## config.mk

```make
export PLATFORM = sky130hd
export DESIGN_NAME = wishbone_rr_arbiter
export DESIGN_NICKNAME = d
export VERILOG_FILES = /design/src/rtl/wishbone_rr_arbiter.sv
export SDC_FILE = /design/constraint.sdc
export NUM_CORES = 1
export LEC_CHECK = 0
export CELL_PAD_IN_SITES_DETAIL_PLACEMENT = 1
export CELL_PAD_IN_SITES_GLOBAL_PLACEMENT = 1
export CORE_UTILIZATION = 18
export CTS_BUF_LIST = sky130_fd_sc_hd__clkbuf_16
export DETAILED_ROUTE_END_ITERATION = 8
export PLACE_DENSITY_LB_ADDON = 0.1
export RECOVER_POWER = 50
export SETUP_SLACK_MARGIN = 0.4
export SLEW_MARGIN = 20
export SYNTH_ARGS = -nofsm -noshare
export SYNTH_HDL_FRONTEND = slang
export SYNTH_SLANG_ARGS = --single-unit
```

## constraint.sdc

```tcl
create_clock -name clk_i -period 3.4 [get_ports clk_i]
set_clock_uncertainty 0.15 [all_clocks]
set_input_delay 0.51 -clock clk_i [delete_from_list [all_inputs] [get_ports clk_i]]
set_output_delay 0.51 -clock clk_i [all_outputs]
set_load 0.01 [all_outputs]
```

## src/rtl/wishbone_rr_arbiter.sv

```systemverilog
// Round-robin arbiter sharing one Wishbone classic slave among NUM_MASTERS masters.
// One master owns the bus per tenure; a watchdog aborts a tenure whose slave never acks.
module wishbone_rr_arbiter #(
  parameter int NUM_MASTERS    = 2,
  parameter int ADDR_W         = 32,
  parameter int DATA_W         = 32,
  parameter int TIMEOUT_CYCLES = 1024
) (
  input  logic                          clk_i,
  input  logic                          rst_i,
  input  logic [NUM_MASTERS-1:0]        m_cyc_i,
  input  logic [NUM_MASTERS-1:0]        m_stb_i,
  input  logic [NUM_MASTERS-1:0]        m_we_i,
  input  logic [NUM_MASTERS*ADDR_W-1:0] m_addr_i,
  input  logic [NUM_MASTERS*DATA_W-1:0] m_data_i,
  output logic [DATA_W-1:0]             m_data_o,
  output logic [NUM_MASTERS-1:0]        m_ack_o,
  output logic [NUM_MASTERS-1:0]        m_err_o,
  output logic                          s_cyc_o,
  output logic                          s_stb_o,
  output logic                          s_we_o,
  output logic [ADDR_W-1:0]             s_addr_o,
  output logic [DATA_W-1:0]             s_data_o,
  input  logic [DATA_W-1:0]             s_data_i,
  input  logic                          s_ack_i,
  output logic [NUM_MASTERS-1:0]        grant_o,
  output logic                          busy_o
);

  localparam int LW   = (NUM_MASTERS > 1) ? $clog2(NUM_MASTERS) : 1;
  localparam int WD_W = (TIMEOUT_CYCLES > 0) ? $clog2(TIMEOUT_CYCLES + 1) : 1;
  localparam logic [WD_W-1:0] WD_LAST  = (TIMEOUT_CYCLES > 0) ? WD_W'(TIMEOUT_CYCLES - 1) : '0;
  localparam logic [LW-1:0]   LAST_RST = LW'(NUM_MASTERS - 1);

  typedef enum logic [1:0] {IDLE, GRANT, ABORT} state_e;

  state_e                 state_q, state_d;
  logic [NUM_MASTERS-1:0] grant_q, grant_d;
  logic [LW-1:0]          last_q, last_d;
  logic [WD_W-1:0]        wd_q, wd_d;

  logic          found;
  logic [LW-1:0] pick;
  logic          owner_cyc, owner_stb, stall;

  // last_q doubles as the owner index while a tenure is active
  assign owner_cyc = m_cyc_i[last_q];
  assign owner_stb = m_stb_i[last_q];
  assign stall     = owner_stb & ~s_ack_i;

  // Scan requesters starting just after the previous winner
  always_comb begin
    logic [LW-1:0] idx;
    found = 1'b0;
    pick  = last_q;
    idx   = last_q;
    for (int k = 0; k < NUM_MASTERS; k++) begin
      idx = (idx == LAST_RST) ? '0 : idx + 1'b1;
      if (!found && m_cyc_i[idx]) begin
        found = 1'b1;
        pick  = idx;
      end
    end
  end

  always_comb begin
    state_d = state_q;
    grant_d = grant_q;
    last_d  = last_q;
    wd_d    = '0;
    m_err_o = '0;
    case (state_q)
      IDLE: begin
        if (found) begin
          state_d       = GRANT;
          grant_d       = '0;
          grant_d[pick] = 1'b1;
          last_d        = pick;
        end
      end
      GRANT: begin
        if (!owner_cyc) begin
          state_d = IDLE;
          grant_d = '0;
        end else if (stall && (TIMEOUT_CYCLES != 0)) begin
          // This cycle is the TIMEOUT_CYCLES-th unacked strobe; an ack here would win
          if (wd_q == WD_LAST) begin
            m_err_o[last_q] = 1'b1;
            state_d         = ABORT;
          end else begin
            wd_d = wd_q + 1'b1;
          end
        end
      end
      ABORT: begin
        if (!owner_cyc) begin
          state_d = IDLE;
          grant_d = '0;
        end
      end
      default: begin
        state_d = IDLE;
        grant_d = '0;
      end
    endcase
  end

  always_ff @(posedge clk_i or posedge rst_i) begin
    if (rst_i) begin
      state_q <= IDLE;
      grant_q <= '0;
      last_q  <= LAST_RST;
      wd_q    <= '0;
    end else begin
      state_q <= state_d;
      grant_q <= grant_d;
      last_q  <= last_d;
      wd_q    <= wd_d;
    end
  end

  // Slave-side mux is purely combinational so reset drops s_cyc_o without a clock
  always_comb begin
    s_cyc_o  = 1'b0;
    s_stb_o  = 1'b0;
    s_we_o   = 1'b0;
    s_addr_o = '0;
    s_data_o = '0;
    m_ack_o  = '0;
    if (state_q == GRANT) begin
      s_cyc_o         = owner_cyc;
      s_stb_o         = owner_stb;
      s_we_o          = m_we_i[last_q];
      s_addr_o        = m_addr_i[last_q*ADDR_W +: ADDR_W];
      s_data_o        = m_data_i[last_q*DATA_W +: DATA_W];
      m_ack_o[last_q] = s_ack_i & owner_stb;
    end
  end

  assign m_data_o = s_data_i;
  assign grant_o  = grant_q;
  assign busy_o   = (state_q != IDLE);

endmodule

```

# Word-level counts from Yosys, hierarchy flattened
# Cells that the tools add are included.
[totals]
ff_bits = 16
latchBits = 0
ramBits = 0
mem_bits_ro = 0
word_cells = 79
mem_count = 0
[op_classes]
addsub = 3
mul = 0
div_mod_pow = 0
order_cmp = 6
n_eq_ne = 8
shift = 2
muxes = 42
bitwise = 4
reduce_logical = 10
[op_table]
columns = ["operator", "count"]
rows = [
  ["variable part select 64 x 7 -> 32 bit", 2],
  ["2-to-1 mux 32 bit", 2],
  ["2-to-1 mux 11 bit", 4],
  ["2-to-1 mux 2 bit", 11],
  ["2-to-1 mux 1 bit", 21],
  ["adder 11 x 1 -> 11 bit (second input constant)", 1],
  ["== test 11 x 10 -> 1 bit (second input constant)", 1],
  ["less-than comparator 1 x 2 -> 1 bit (second input constant)", 4],
  ["inequality test 2 bit (second input constant)", 3],
  ["inequality test 3 bit (second input constant)", 2],
  ["one-hot mux 2 bit (3 select lines)", 1],
  ["one-hot mux 2 bit (2 select lines)", 1],
  ["AND reduction 2 bit", 2],
  ["AND reduction 4 bit", 1],
  ["logical AND 1 bit", 3],
  ["adder 1 bit (second input constant)", 2],
  ["AND 1 bit", 2],
  ["AND 2 bit", 1],
  ["demux 1 bit (select 1 bit)", 2],
  ["== test 2 x 1 -> 1 bit (second input constant)", 1],
  ["== test 2 bit (second input constant)", 1],
  ["greater-or-equal comparator 1 bit (second input constant)", 2],
  ["zero test 2 bit", 1],
  ["nonzero test 2 bit", 1],
  ["3 further kinds", 3],
]

# Longest topological paths before layout
# Gate-level depths: netlist of the first run.
[depth]
ltp_word = 14
mapped_depth = 6
depth_no_buf = 6

# Least setup slack after synthesis of the first run
# Ideal clock, no wire load.
[synth_path]
kind = "register to output"
start = "register state_q[1]"
end = "output port m_err_o[0]"
arrival_ns = 1.411
required_ns = 2.740
setup_slack_ns = 1.329
stages_incl_launch_ff = 6
n_path_buf = 1
cell_sequence = "dfrtp_1 inv_1 ha_1 clkbuf_1 nand4b_1 nor4_1"
[synth_via]
elab_chain_cells = 2
[synth_rtl]
columns = ["item", "line", "source"]
rows = [
  ["start: declaration", "37", "state_e state_q, state_d;"],
  ["start signal: assignment", "115", "state_q <= state_d;"],
  ["== test 2 x 1 -> 1 bit", "72", "case (state_q)"],
  ["2-to-1 mux 2 bit", "72", ""],
  ["end: declaration", "18", "output logic [NUM_MASTERS-1:0] m_err_o,"],
]
# Every way passes these cells.

# Worst setup path after layout of the first run
[layout_path]
start = "input port m_cyc_i[1]"
end = "output port m_err_o[1]"
[layout_via]
elab_chain_cells = 4
[layout_rtl]
columns = ["item", "line", "source"]
rows = [
  ["start: declaration", "11", "input logic [NUM_MASTERS-1:0] m_cyc_i,"],
  ["2-to-1 mux 1 bit (implied by the code) (2 in series)", "47", "assign owner_cyc = m_cyc_i[last_q];"],
  ["2-to-1 mux 2 bit", "82", "if (!owner_cyc) begin"],
  ["2-to-1 mux 2 bit", "72", ""],
]
# Every way passes these cells. The select of a mux whose other input is x is not followed.

==> results of run 1 <==
-- worst max path at each step --
stage | slack [ns] | to | cells after the start | from
final | 0.37 | m_err_o[1] | 5 | m_cyc_i[1]
after floorplan | 1.33 | m_err_o[0] | 5 | state_q[1]$_DFFE_PP0P_
after CTS | 0.46 | m_err_o[0] | 5 | m_cyc_i[1]
after global routing | 0.30 | m_err_o[0] | 5 | m_cyc_i[1]
after detailed placement | 0.50 | m_err_o[0] | 5 | m_cyc_i[1]
after global placement | 0.53 | m_err_o[0] | 5 | m_cyc_i[1]
-- logic make-up (layout without fill, tap and decap cells) --
group | count (synthesis) | after routing | synth area share (%)
AOI/OAI and AO/OA | 10 | 10 | 2.72
xor gates and xnor gates | 8 | 8 | 3.11
adders and majority gates | 6 | 6 | 3.11
buffers and inverters | 55 | 225 | 15.2
DFF | 16 | 16 | 17.8
muxes | 68 | 68 | 30.7
and+or+nand+nor | 103 | 103 | 27.3
-- worst register-to-register path, cell delays in order (launching register included) --
cell and delay (ns):
sky130_fd_sc_hd__dfrtp_1 0.38, sky130_fd_sc_hd__ha_1 0.22, sky130_fd_sc_hd__and4_1 0.28, sky130_fd_sc_hd__nand3_1 0.16, sky130_fd_sc_hd__o21ai_0 0.92, sky130_fd_sc_hd__nor2_1 0.13
-- power by group --
part,internal (mW),switching (mW)
clock network,0.156,0.0801
logic,1.19,0.905
registers,0.225,0.0448
-- final cells by class --
| type | count | area share, % |
|---|---|---|
| repair buffers | 213 | 49.2 |
| well taps | 168 | 4.81 |
| clock buffers | 3 | 1.72 |
| clock inverters | 1 | 0.0859 |
| inverters | 8 | 0.687 |
| multi-input cells | 195 | 34.2 |
| flip-flops and latches | 16 | 9.28 |
-- state kept, by name (all words and copies together), names as in the netlist --
name,flops
last_q,1
state_q,2
grant_o,2
wd_q,11
-- placed cells by master, fill, tap and decap left out, types with 2 or more instances in the layout --
cell type,instances
sky130_fd_sc_hd__mux2i_1,66
sky130_fd_sc_hd__and4_1,4
sky130_fd_sc_hd__a21oi_1,2
sky130_fd_sc_hd__and3_1,3
sky130_fd_sc_hd__o21ai_0,6
sky130_fd_sc_hd__maj3_1,2
sky130_fd_sc_hd__clkdlybuf4s50_1,205
sky130_fd_sc_hd__clkbuf_16,3
sky130_fd_sc_hd__nand4_1,2
sky130_fd_sc_hd__dlygate4sd3_1,5
sky130_fd_sc_hd__buf_12,2
sky130_fd_sc_hd__nor2b_1,66
sky130_fd_sc_hd__nor4_1,2
sky130_fd_sc_hd__nor2_1,11
sky130_fd_sc_hd__inv_1,8
sky130_fd_sc_hd__xor2_1,7
sky130_fd_sc_hd__nand3_1,4
sky130_fd_sc_hd__nand2_1,6
sky130_fd_sc_hd__dfrtp_1,15
sky130_fd_sc_hd__ha_1,3
-- through the flow --
step,hold slack (ns),cell area [um^2]
2_1_floorplan,0.273,2250
3_3_place_gp,0.328,4300
3_5_place_dp,0.331,4300
4_1_cts,0.338,4380
5_1_grt,0.372,4370
6_report,0.340,4370
-- layer usage --
metal	global-route usage (%)	routed length, um	up-vias
li1	-	-	1203
met1	15.8	3730	1178
met2	29.0	5460	121
met3	4.94	921	7
met4	2.86	68	0
met5	0	0	-
==> results summary, run 1 <==
Yosys mapped a number of flops with a built-in enable equal to 0. In this run the cell area of the synthesized design comes to 2250 um^2. The highest ir drop seen on vdd is 260 uV. The area added between synthesis and finish is 94.2%. The combined flip-flop and latch cell area is 405 um^2.

The tightest min-delay check is of the reg2reg type. The count of maximum capacitance violations is 0. The worst-path maximum fanout came out at 5. The die outline height came out at 114 um.

The die area came out at 13000 um^2. The count of input and output buffers came out at 210. The relative slew slack is 22.5%.

The instance count along the most critical hold path is 1. The area of the core came out at 12100 um^2. The clock tree root driver cell is sky130_fd_sc_hd__clkbuf_16.

The post-route antenna net violation count came out at 0. Setup repair after global routing could not meet its margin everywhere. Counting cells, the worst reg-to-reg path comes to 5. TritonCTS built the clock tree.

The leftover overflow at the end of global routing came out at 0. The via count of the first global-routing pass came out at 2734. STA classifies the critical path endpoint as a primary output. The clock latency reported for the late side of the worst-skew pair is 0.25 ns. At the end of the flow, the number of nets in the layout was 610. The Yosys step of the flow raised 0 warnings. The total I/O pin count is 275. Across all register-to-register paths, the minimum setup slack is 1.00 ns. The design draws 2.60 mW.

The number of buffers created by CTS is 3. The final clock period utilization by the worst path is 89.1%. The critical path's slowest cell is sky130_fd_sc_hd__clkdlybuf4s50_1. In this run the critical register-to-register path is launched from wd_q[0]$_DFF_PP0_. The global placement routability congestion came out at 0.714. For the worst setup path, the data required time is 2.74 ns. The worst-margin pin slew came out at 1.15 ns. The critical path's largest stage delay is 0.60 ns. The number of antenna violations at the first check in global routing came out at 0. Hold repair after CTS inserted 0 buffers. The cell type with the highest occurrence count on the critical path is sky130_fd_sc_hd__clkdlybuf4s50_1. The hold path startpoint is wd_q[0]$_DFF_PP0_. The power per cell area came out at 595 nW/um^2. The flip-flop and latch count after synthesis came out at 16.

The run finished with clean final reports. The final setup violation count is 0. The length of the first detailed-routing pass in iterations came out at 4.

The smallest clock period supported by the final layout is computed as 3.03 ns. Fill cells in the final layout number 1441. Yosys attributes the largest share of cell area to sky130_fd_sc_hd__mux2i_1, sky130_fd_sc_hd__nor2b_1, sky130_fd_sc_hd__dfrtp_1. In the synthesized netlist the dominant register cell turns out to be sky130_fd_sc_hd__dfrtp_1. STA classifies the critical path startpoint as an input pin. The level count of the clock H-tree came out at 1.

The area share of the leading cell type in the synthesized netlist came out at 29.3%. In this run the static leakage power is 1.75 nW. After detailed routing, the average wire length per cell comes to 16.8 um. The post-synthesis average cell area came out at 8.46 um^2.

The post-cts repair resize count came out at 0. Setup slack closes at 0.371 ns. The chip width is 114 um. The distinct cell type count after synthesis came out at 30. Data on the critical path arrives at its endpoint at 2.37 ns. The gate count of the mapped netlist came out at 266. The multi-input logic area came out at 1500 um^2. The critical path is of the in2out type.

The number of failing hold endpoints at the final stage is 0. The post-route netlist has 2.06% of its cells at a drive strength greater than 1. The repair_antennas step left the layout with diodes totalling 0. Of the synthesized area, sequential elements account for 17.8%.

The worst register-to-register path ends at wd_q[9]$_DFF_PP0_. The clock sink count came out at 16. The number of DRC markers after the initial detailed-route iteration is 65. Once the floorplan was initialized, standard cells occupied 18.6% of the core. The routed design has 10200 um of wire. Across every metal layer, demand over resource in global routing totals 15.0%. Ranked by instance count, the synthesized netlist is headed by sky130_fd_sc_hd__mux2i_1, sky130_fd_sc_hd__nor2b_1, sky130_fd_sc_hd__buf_4, sky130_fd_sc_hd__dfrtp_1, sky130_fd_sc_hd__nor2_1.

Clock-pin slew was measured on the worst setup and hold paths at 0.05 ns. The final standard cell utilization of the core came out at 36.1%. The synthesized design spends more area on one cell type than any other, namely sky130_fd_sc_hd__mux2i_1.

The number of placement rows came out at 40. The estimated wirelength of the detail-placed design is 8520 um. The total nets after synthesis came out at 439. The max-slew violation count is 0.

Once layout is complete, the cells apart from fillers number 604. The number of remaining DRC errors came out at 0. The routed layout has 2509 vias. Counting tap cells, the placed design contains a total of 600 instances. The number of buffers on the longest clock path came out at 2. The post-synthesis async set-or-reset flop share is 100%. Derived from the worst setup path, the maximum achievable clock frequency is 0.330 GHz. After clock tree synthesis, the setup repair step added 0 buffers. The pin count of the biggest net entering global routing came out at 52. The cell class contributing the biggest share of worst-path delay is buffers and inverters. The final-layout setup total negative slack came out at 0 ns. After detailed routing, the number of vias per cell comes to 4.15. The buffers plus inverters on the worst setup path came out at 2. The critical path goes through clkdlybuf4s50_1, mux2_1, nand4b_1, nor4_1, clkdlybuf4s50_1. For hold timing, the worst endpoint is wd_q[0]$_DFF_PP0_. The post-placement setup slack is 0.496 ns. The first-pass GRT wire length came out at 14900 um.
Note: power is estimated with default switching activity, not from simulation.
==> inputs of run 2 (changes only) <==
--- a/config.mk
+++ b/config.mk
@@ -7,12 +7,14 @@
 export LEC_CHECK = 0
 export CELL_PAD_IN_SITES_DETAIL_PLACEMENT = 1
 export CELL_PAD_IN_SITES_GLOBAL_PLACEMENT = 1
+export CORE_MARGIN = 2
 export CORE_UTILIZATION = 18
 export CTS_BUF_LIST = sky130_fd_sc_hd__clkbuf_16
 export DETAILED_ROUTE_END_ITERATION = 8
 export PLACE_DENSITY_LB_ADDON = 0.1
 export RECOVER_POWER = 50
 export SETUP_SLACK_MARGIN = 0.4
+export SKIP_LAST_GASP = 1
 export SLEW_MARGIN = 20
 export SYNTH_ARGS = -nofsm -noshare
 export SYNTH_HDL_FRONTEND = slang
==> run 2 against run 1 <==
Via count fell by 1.6%; hold slack improved by 0.0099 ns; clock power barely moved; combinational power barely moved; count of clock-buffer cells in the layout did not move; core utilization rose by 0.31 points; fmax fell by 0.35%; flip-flop and latch count did not move; largest power group unchanged.
==> results summary, run 2 (synthesized netlist as in run 1, its figures left out) <==
The end of the worst register-to-register path is wd_q[3]$_DFF_PP0_ (was wd_q[9]$_DFF_PP0_). The overall power after layout came out at 2.64 mW (was 2.60 mW). The relative slew slack is 27.9% (was 22.5%). The count of maximum capacitance violations is 0 (unchanged). The register ranked first by flip-flop count was wd_q (unchanged). The cell class contributing the biggest share of worst-path delay is buffers and inverters (unchanged). The number of failing hold endpoints at the final stage is 0 (unchanged). The length of the first detailed-routing pass in iterations came out at 4 (unchanged). The routed wire length per instance is 17.2 um (was 16.8 um). The total I/O pin count came out at 275 (unchanged).

The power per cell area is 598 nW/um^2 (was 595 nW/um^2). The clock slew seen by the registers of the worst setup and hold paths came to 0.05 ns (about the same). The number of buffers created by CTS is 3 (unchanged).

The pin count of the biggest net entering global routing came out at 62 (was 52). The final antenna diode count was 0 (unchanged). The final standard cell utilization of the core is 36.4% (was 36.1%). The global placement routability congestion is 0.713 (was 0.714). The number of placement rows is 40 (unchanged). The cell depth of the worst setup path came out at 5 (unchanged). The worst-path maximum fanout came out at 5 (unchanged). The area of the core is 12100 um^2 (unchanged). The worst setup margin is 0.360 ns (was 0.371 ns). The number of remaining DRC errors is 0 (unchanged). The detail-routed via count per cell came to 4.09 (was 4.15). The critical path's largest stage delay is 0.62 ns (was 0.60 ns).

The clock latency reported for the late side of the worst-skew pair came out at 0.25 ns (about the same). The start point of the critical path is m_cyc_i[1] (unchanged). The fmax is 0.329 GHz (was 0.330 GHz). The worst hold-check path type is reg2reg (unchanged).

The data arrival time of the critical path came out at 2.38 ns (was 2.37 ns). The count of non-filler cells in the finished layout is 604 (unchanged). The endpoint of the most critical setup path is m_err_o[0] (was m_err_o[1]).

The kind of end point of the critical path is a primary output (unchanged). The reg-to-reg startpoint is wd_q[0]$_DFF_PP0_ (unchanged). Result of the run: completed (unchanged). The die area came out at 13400 um^2 (was 13000 um^2). The wire length after detailed routing came out at 10400 um (was 10200 um). The area added between synthesis and finish came out at 95.8% (was 94.2%). The starting utilization of the core area came out at 18.6% (unchanged). Commonest cells after routing, fill and taps aside: sky130_fd_sc_hd__clkdlybuf4s50_1, sky130_fd_sc_hd__nor2b_1, sky130_fd_sc_hd__mux2i_1 (unchanged). The classification of the worst setup path is in2out (unchanged). The final clock period utilization by the worst path came out at 89.4% (was 89.1%). The max-slew violation count came out at 0 (unchanged).

The required time of the worst setup path was 2.74 ns (about the same). The via count of the first global-routing pass came out at 2596 (was 2734). The post-placement setup slack came out at 0.490 ns (was 0.496 ns). The level count of the clock H-tree was 1 (unchanged). The clock tree root driver cell was sky130_fd_sc_hd__clkbuf_16 (unchanged). The worst-margin pin slew is 1.07 ns (was 1.15 ns). The worst setup slack for register-to-register paths came out at 0.98 ns (was 1.00 ns). The number of DRC markers after the initial detailed-route iteration came out at 58 (was 65). The clock period minus worst slack is 3.04 ns (was 3.03 ns).

The aggregate global-route resource usage came out at 14.2% (was 15.0%). The number of buffers on the longest clock path came out at 2 (unchanged). The number of antenna violations at the first check in global routing came out at 0 (unchanged).

The number of hold buffers added after cts came out at 0 (unchanged). The critical path's slowest cell is sky130_fd_sc_hd__dlygate4sd3_1 (was sky130_fd_sc_hd__clkdlybuf4s50_1). The fraction of layout instances using a drive strength above 1 is 2.52% (was 2.06%). The clock tree from TritonCTS was yes (unchanged).

The chip width is 116 um (was 114 um). Setup repair after global routing missed its margin: yes (unchanged). The layout net count was 610 (unchanged). The die outline height came out at 116 um (was 114 um). The clock sink count is 16 (unchanged). The final-layout setup total negative slack is 0 ns (unchanged). The number of flip-flops under the largest register name is 11 (unchanged).

The leftover overflow at the end of global routing is 0 (unchanged). The startpoint type of the worst setup path is an input pin (unchanged). The first-pass GRT wire length is 14500 um (was 14900 um). The most common cell after layout, fill and taps aside is sky130_fd_sc_hd__clkdlybuf4s50_1 (unchanged). The post-route antenna net violation count was 0 (unchanged). The depth of the worst register-to-register path came out at 5 (unchanged). The highest ir drop seen on vdd was 255 uV (was 260 uV). The leakage power of the design was 1.76 nW (was 1.75 nW). The via count is 2468 (was 2509).

The number of placed cells counting well taps is 599 (was 600). The buffers plus inverters on the worst setup path came out at 2 (unchanged). Sequence of cells on the critical path: dlygate4sd3_1, mux2_1, nand4b_1, nor4_2, clkdlybuf4s50_1 (was clkdlybuf4s50_1, mux2_1, nand4b_1, nor4_1, clkdlybuf4s50_1).

The count of input and output buffers came out at 210 (unchanged). The final setup violation count was 0 (unchanged). The estimated wirelength of the detail-placed design came to 8470 um (was 8520 um).
## run 2: cell count changes in the layout (fill, tap and decap cells not counted), sizes merged
cell,change
clkdlybuf4s50,-1
dlygate4sd3,+1
buf,-1
clkbuf,+1
## run 2: worst register-to-register path: cells and delay by family (launching register included)
family / cells / cell delay, ns
DFF: 1 / 0.39
adders and majority gates: 1 / 0.22
AOI/OAI and AO/OA: 1 / 0.88
and+or+nand+nor: 3 / 0.61
## run 2: where the power goes
group / switching (mW) / leakage, nW / total [mW] / internal, mW
logic: 0.908 / 1.51 / 2.12 / 1.22
registers: 0.0540 / 0.216 / 0.279 / 0.225
clock network: 0.0768 / 0.0385 / 0.233 / 0.156
## run 2: metal layers
metal	track usage [%]	vias to the layer above	share of wire, %
met1	16.1	1147	36
met5	0	-	0
met3	5.49	4	10
li1	-	1200	-
met4	3.17	0	0.78
met2	25.4	117	53
## run 2: final cells by class
cell class / count / area [um^2]
fill: 1426 / 7700
sequential: 16 / 405
timing repair buffer: 213 / 2170
tap: 168 / 210
clock inverter: 1 / 3.75
inverter: 8 / 30.0
clock buffer: 3 / 75.1
multi-input combinational: 195 / 1510
## run 2: worst min-delay path by stage
| stage | startpoint | end | slack, ns | depth (start not counted) |
|---|---|---|---|---|
| 6_report | wd_q[0]$_DFF_PP0_ | wd_q[0]$_DFF_PP0_ | 0.35 | 1 |
| 5_1_grt | wd_q[0]$_DFF_PP0_ | wd_q[0]$_DFF_PP0_ | 0.37 | 1 |
| 4_1_cts | wd_q[0]$_DFF_PP0_ | wd_q[0]$_DFF_PP0_ | 0.34 | 1 |
| 3_5_place_dp | wd_q[0]$_DFF_PP0_ | wd_q[0]$_DFF_PP0_ | 0.33 | 1 |
| 3_3_place_gp | wd_q[0]$_DFF_PP0_ | wd_q[0]$_DFF_PP0_ | 0.33 | 1 |
| 2_1_floorplan | rst_i | grant_o[0]$_DFFE_PP0P_ | 0.27 | 1 |
## run 2: metrics by stage
| stage | instance area [um^2] | hold WS, ns |
|---|---|---|
| 5_1_grt | 4410 | 0.373 |
| 3_5_place_dp | 4300 | 0.330 |
| 6_report | 4410 | 0.350 |
| 3_3_place_gp | 4300 | 0.330 |
| 2_1_floorplan | 2250 | 0.273 |
| 4_1_cts | 4380 | 0.338 |
## run 2: timing repair
action	in CTS	in global routing
buffers inserted	0	0
gates resized for setup	0	3
endpoints found under the hold margin	0	0
endpoints found under the setup margin	0	47
